$ cat src/rtl/fetch_pkg.sv
// Shared fetch-unit types and defaults.
// Imported by the PC register and the fetch FSM.
package fetch_pkg;

  typedef enum logic [1:0] {
    IDLE = 2'd0,
    REQ  = 2'd1,
    HOLD = 2'd2
  } fetch_state_e;

  localparam int unsigned DEF_STEP     = 4;
  localparam logic [31:0] DEF_RESET_PC = 32'h0;

endpackage

$ cat src/rtl/pc_reg.sv
// Fetch PC register: sequential advance, aligned redirect.
// Redirect wins over advance; the increment wraps silently.
module pc_reg
  import fetch_pkg::*;
#(
  parameter int unsigned ADDR_W = 32,
  parameter int unsigned STEP = DEF_STEP,
  parameter logic [ADDR_W-1:0] RESET_PC =
    ADDR_W'(DEF_RESET_PC)
) (
  input  logic              clk,
  input  logic              reset,
  input  logic              advance,
  input  logic              redirect_valid,
  input  logic [ADDR_W-1:0] redirect_target,
  output logic [ADDR_W-1:0] pc
);

  localparam logic [ADDR_W-1:0] STEP_V =
    ADDR_W'(STEP);
  // STEP is a power of two, so this clears the low log2(STEP) bits
  localparam logic [ADDR_W-1:0] ALIGN_MASK =
    ~(STEP_V - ADDR_W'(1));

  logic [ADDR_W-1:0] pc_next;

  always_comb begin
    pc_next = pc;
    if (redirect_valid) begin
      pc_next = redirect_target & ALIGN_MASK;
    end else if (advance) begin
      pc_next = pc + STEP_V;
    end
  end

  always_ff @(posedge clk) begin
    if (reset) begin
      pc <= RESET_PC;
    end else begin
      pc <= pc_next;
    end
  end

endmodule

$ cat src/rtl/pc_fetch_unit.sv
// Instruction fetch: IDLE/REQ/HOLD FSM with a one-entry
// instruction hold register in front of the PC register.
module pc_fetch_unit
  import fetch_pkg::*;
#(
  parameter int unsigned ADDR_W = 32,
  parameter int unsigned INST_W = 32,
  parameter int unsigned STEP = DEF_STEP,
  parameter logic [ADDR_W-1:0] RESET_PC =
    ADDR_W'(DEF_RESET_PC)
) (
  input  logic              clk,
  input  logic              reset,
  input  logic              en,
  input  logic              redirect_valid,
  input  logic [ADDR_W-1:0] redirect_target,
  output logic              imem_req,
  output logic [ADDR_W-1:0] imem_addr,
  input  logic              imem_ack,
  input  logic [INST_W-1:0] imem_rdata,
  output logic              inst_valid,
  input  logic              inst_ready,
  output logic [INST_W-1:0] inst_out,
  output logic [ADDR_W-1:0] inst_pc,
  output logic [ADDR_W-1:0] pc
);

  fetch_state_e state;
  fetch_state_e state_next;
  logic         take;

  pc_reg #(
    .ADDR_W   (ADDR_W),
    .STEP     (STEP),
    .RESET_PC (RESET_PC)
  ) u_pc_reg (
    .clk             (clk),
    .reset           (reset),
    .advance         (take),
    .redirect_valid  (redirect_valid),
    .redirect_target (redirect_target),
    .pc              (pc)
  );

  assign imem_addr = pc;

  always_comb begin
    state_next = state;
    imem_req   = 1'b0;
    inst_valid = 1'b0;
    take       = 1'b0;
    unique case (state)
      IDLE: begin
        if (en) state_next = REQ;
      end
      REQ: begin
        imem_req = 1'b1;
        if (imem_ack) begin
          take       = 1'b1;
          state_next = HOLD;
        end
      end
      HOLD: begin
        inst_valid = 1'b1;
        if (inst_ready) begin
          state_next = en ? REQ : IDLE;
        end
      end
      default: state_next = IDLE;
    endcase
    // A redirect squashes both a same-cycle ack and the held word
    if (redirect_valid) begin
      take       = 1'b0;
      state_next = en ? REQ : IDLE;
    end
  end

  always_ff @(posedge clk) begin
    if (reset) begin
      state    <= IDLE;
      inst_out <= '0;
      inst_pc  <= RESET_PC;
    end else begin
      state <= state_next;
      if (take) begin
        inst_out <= imem_rdata;
        inst_pc  <= pc;
      end
    end
  end

endmodule

$ cat config.mk
export PLATFORM = sky130hd
export DESIGN_NAME = pc_fetch_unit
export DESIGN_NICKNAME = d
export VERILOG_FILES = /design/src/rtl/fetch_pkg.sv /design/src/rtl/pc_reg.sv /design/src/rtl/pc_fetch_unit.sv
export SDC_FILE = /design/constraint.sdc
export NUM_CORES = 1
export LEC_CHECK = 0
export CAP_MARGIN = 10
export CORE_ASPECT_RATIO = 0.75
export CORE_MARGIN = 2
export CORE_UTILIZATION = 45
export DETAILED_ROUTE_END_ITERATION = 8
export GPL_TIMING_DRIVEN = 0
export PLACE_DENSITY = 0.95
export SLEW_MARGIN = 20
export SYNTH_ARGS = -nofsm -noshare
export SYNTH_HDL_FRONTEND = slang
export SYNTH_SLANG_ARGS = --single-unit
export TNS_END_PERCENT = 50
$ cat constraint.sdc
create_clock -name clk -period 4.39 [get_ports clk]
set_input_delay 0.878 -clock clk [delete_from_list [all_inputs] [get_ports clk]]
set_output_delay 0.878 -clock clk [all_outputs]
set_load 0.05 [all_outputs]
# == Yosys cells after proc, flatten, opt, wreduce, memory -nomap -nowiden ==
# Index checks and enable logic that the tools add are counted.
# word_totals
out_inout_bits,130
wordCells,28
regBits,98
input_bits,70
# classes
addsub,1
eq_ne,5
mux,13
n_reduce_logical,4
# ops
operator,n
32-bit 2-to-1 mux,2
"32-bit by 3-bit adder with 32-bit output, second input constant",1
"3-bit != test, second input constant",3
2-bit 2-to-1 mux,4
1-bit 2-to-1 mux,6
2-bit one-hot mux with 3 select lines,1
3-bit AND reduction,1
"2-bit by 1-bit == test with 1-bit output, second input constant",1
"2-bit == test, second input constant",1
2-bit logical NOT,1
2-bit nonzero test,1
2-bit OR reduction,1

# == Longest topological paths before layout ==
# depth
ltp_word,5
depth_mapped,6
depth_no_buf,5

# == Cells and area by module ==
# From an unflattened synthesis, not the netlist that was laid out.
# unflattened
cells_unflattened,577
hier_area_um2,4620.7
# by_module_without_submodules
module,instances,cells_each,area_per_inst_um2,seq_area_each_um2
pc_fetch_unit,1,326,2691.3,1321.3
pc_reg,1,251,1929.4,600.6

# == Worst setup path before layout ==
# Ideal clock, no wire load.
# synth_path
path_type,register to register
startpoint,register u_pc_reg.pc[2]
endpoint,register u_pc_reg.pc[30]
synth_period_minus_slack_ns,2.619
setup_time_ns,0.112
t_required_ns,4.278
arrival_ns,2.507
stages_incl_launch_ff,7
path_slack_ns,1.771
n_path_buf,1
path_cell_list,dfxtp_1 > ha_1 > nand3_1 > or4b_1 > buf_2 > o41a_1 > a2111oi_1
# synth_between
elab_chain_len,3
# synth_rtl
item,line,source
start: declaration,pc_reg.sv:16,output logic [ADDR_W-1:0] pc
start signal: assignment,pc_reg.sv:40,pc <= pc_next;
32-bit by 3-bit adder with 32-bit output,pc_reg.sv:32,pc_next = pc + STEP_V;
32-bit 2-to-1 mux,pc_reg.sv:31,end else if (advance) begin
32-bit 2-to-1 mux,pc_reg.sv:29,if (redirect_valid) begin
# No other way between the ends. The select of a mux whose other input is x is not followed.
# A chain may end at the register's enable or synchronous reset.

# == Worst setup path in the final report ==
# layout_path
startpoint,input port imem_ack
endpoint,register u_pc_reg.pc[22]
# layout_between
elab_chain_len,4
# layout_rtl
item,line,source
start: declaration,pc_fetch_unit.sv:19,"input logic imem_ack,"
1-bit 2-to-1 mux,pc_fetch_unit.sv:58,if (imem_ack) begin
1-bit 2-to-1 mux,pc_fetch_unit.sv:52,unique case (state)
1-bit 2-to-1 mux,pc_fetch_unit.sv:72,if (redirect_valid) begin
2-bit nonzero test (no source line),-,
# No other way between the ends.

==> flow_summary.toml <==
[run_status]
outcome = "completed"

[hold_path]
hold_class = "flip-flop to flip-flop"
min_from = "inst_pc[7]"
holdPathStages = 2
holdPathEnd = "inst_pc[7]"

[synth]
syn-instance-count = 545
yosysWarningCount = 0
synthMuxAreaShare_pct = 0.524
synthXorXnorAreaFrac_pct = 1.84
synth-simple-area-share_pct = 25.4
syn_area_per_cell_um2 = 7.88
synth-compound-area-share_pct = 17.6
ys_ff_latch = 94
synthAdderAreaFrac_pct = 0.291
synth-async-reset-ratio_pct = 0
yosysUniqueCellTypes = 50
yosysSeqAreaShare_pct = 43.8
synthFlopType = "dfxtp_1"
netlist_area_um2 = 4290
synth_edf_count = 0
synth_top_family_by_area = "simple AND/OR/NAND/NOR gates"

[power]
powerDensity_nw_per_um2 = 329
seqPwrFrac_pct = 42.6
power.switching_uw = 670
p_leak_uw = 0.00234
p_clk_share_pct = 34.4
p_int_uw = 1520
swShare_pct = 30.6
comb_power_share_pct = 23.0
power_uw = 2190
irDropWorstVdd_mv = 0.290

[final_layout]
drive_above_1_share_pct = 7.28
largest_reg_flops = 32
layout_common_cells = "190 x clkdlybuf4s50_1, 140 x nand2_1, 94 x dfxtp_1, 68 x a21oi_1"
area_delta_synth_final_pct = 55.0
fin_nets = 822
final_common_cell = "clkdlybuf4s50_1"
antenna_cells = 0
fillers = 714

[worst_setup_path]
slowest_delay_ns = 0.64
reg2reg_to = "u_pc_reg.pc[30]"
end_kind = "flip-flop"
worstReg2RegStart = "u_pc_reg.pc[2]"
cp_num_buf_inv = 2
worst-path-max-fanout = 10
worstPathArrival_ns = 3.15
crit_path_start_kind = "primary input"
criticalPathCategory = "primary input to flip-flop"
required_ns = 4.63
crit_path_top_delay_cell = "clkdlybuf4s50_1"
ff2ff_setup_slack_ns = 1.81
cp_top_family = "simple AND/OR/NAND/NOR gates"
path_cells = "clkdlybuf4s50_1, nand3b_1, or4_1, clkbuf_1, or4_1, a311oi_1"
cp_common_cell = "or4_1"
reg2reg_depth = 6

[detailed_routing]
wire_per_inst_um = 16.8
ant_nets = 0
drtIter0Drc = 430
vias_per_cell = 5.50
dr.pass1.iters = 8
vias = 4860
route.detailed.drc = 0
routed_wirelength_um = 14900

[timing]
tightestPinTransition_ns = 0.814
rsz0062_at_grt = "false"
max_freq_mhz = 344
finalClockSkew_ns = 0.00617
period_needed_ns = 2.91
hold_viol_final = 0
whs_ns = 0.452
relSlewSlack_pct = 45.5
fin_tns_setup_ns = 0
setup_viol = 0
finalMaxSlewViolations = 0
finalCritPeriodShare_pct = 66.3

[die]
row_count = 30
die-width_um = 117
core_area_um2 = 9160
initial_core_util_pct = 46.9
die-area_um2 = 10300
ioPinCount = 200
die_h_um = 88.6

[global_route]
grt_pass1_wl_um = 22100
antenna_found_initial = 0
grt_use_total_pct = 27.7
grt-ovfl-total = 0
grt_pass1_vias = 4556
grt_start_max_net_pins = 15

[clocking]
clk_latency_ns = 0.34
ctsHtreeMaxLevel = 3
cts_root_buf = "clkbuf_16"
cts-hold-fix-buffers = 0
cts_resized = 0
clkSinkCount = 94
cts_buffer_depth = 2
clk_pin_slew_ns = 0.06
cts_tree = "yes"
post-cts-setup-buffer-count = 0
cts_made_buffers = 9

[flow_run]
max_cap_violations = 0

[placement]
gp_congestion = 0.893
portBuffers = 190
dp_hpwl_um = 11200
[kinds of logic (layout without fill, tap and decap cells)]
| group | Yosys count | after routing |
|---|---|---|
| DFF | 94 | 94 |
| xor gates and xnor gates | 9 | 9 |
| adders and majority gates | 1 | 1 |
| muxes | 2 | 2 |
| and+or+nand+nor | 236 | 236 |
| buffers and inverters | 82 | 288 |
| AOI/OAI and AO/OA | 120 | 120 |
| other | 1 | 6 |
[power by group through the flow]
stage	logic (uW)	registers [uW]	clock network [uW]
after global routing	527	938	791
after global placement	490	947	0
final	504	934	752
after floorplan	203	1040	0
after detailed placement	500	950	0
after CTS	502	932	760
[through the flow]
stage / util, % / std cells / setup slack (ns) / instance area (um2)
finish: 72.7 / 884 / 1.48 / 6660
floorplan: - / 550 / 1.77 / 4310
detailed placement: 69.6 / 868 / 1.21 / 6370
global route: 72.7 / 884 / 1.35 / 6660
CTS: 72.7 / 884 / 1.51 / 6660
global placement: 69.6 / 868 / 1.29 / 6370
[cell usage after synthesis (4+ instances only)]
cell | instances | share of area (%)
nor3_1 | 4 | 0.47
or3_1 | 4 | 0.58
a211oi_1 | 9 | 1.6
o21ai_0 | 7 | 0.82
and2_1 | 6 | 0.87
xnor2_1 | 6 | 1.2
a31oi_1 | 4 | 0.58
and4_1 | 6 | 1.2
and3_1 | 6 | 0.87
a21oi_1 | 68 | 7.9
nor2_1 | 24 | 2.1
nand3_1 | 8 | 0.93
nor4_1 | 5 | 0.73
clkbuf_1 | 35 | 3.1
nand2_1 | 140 | 12
or4_1 | 8 | 1.4
a311oi_1 | 8 | 1.6
inv_1 | 7 | 0.61
nand4_1 | 13 | 1.9
buf_4 | 37 | 6.5
nor2b_1 | 5 | 0.73
dfxtp_1 | 94 | 44
o31ai_1 | 6 | 1.0
[how the worst max path moves through the flow]
stage / start / to / slack (ns) / depth (start not counted)
after floorplan: u_pc_reg.pc[2] / u_pc_reg.pc[30] / 1.77 / 6
after global placement: imem_ack / u_pc_reg.pc[22] / 1.29 / 6
after detailed placement: imem_ack / u_pc_reg.pc[22] / 1.21 / 6
after CTS: imem_ack / u_pc_reg.pc[22] / 1.51 / 6
after global routing: imem_ack / u_pc_reg.pc[19] / 1.35 / 6
final: imem_ack / u_pc_reg.pc[22] / 1.48 / 6
[cell type report]
type                            count  area, um2  area share, %
Buffer                             75        422           6.33
Inverter                            7       26.3          0.395
Sequential cell                    94       1880           28.3
Timing Repair Buffer              190       1900           28.6
Clock buffer                       11        233           3.50
Multi-Input combinational cell    374       1980           29.8
Clock inverter                      5       50.0          0.752
Tap cell                          128        160           2.41
[tightest hold or removal path, delay by kind of cell, from the launching register on]
family,cells,cell delay (ns)
flops,1,0.30
simple gates,1,0.05
compound gates,1,0.05
[layer usage]
metal  track usage (%)  up-vias  wire [um]
met5                 0        -          0
met4              12.2        0        464
met3              8.90       55       1660
met2              47.9      311       7120
met1              31.6     2229       5620
li1                  -     2265          -
(Power assumes the default switching activity.)
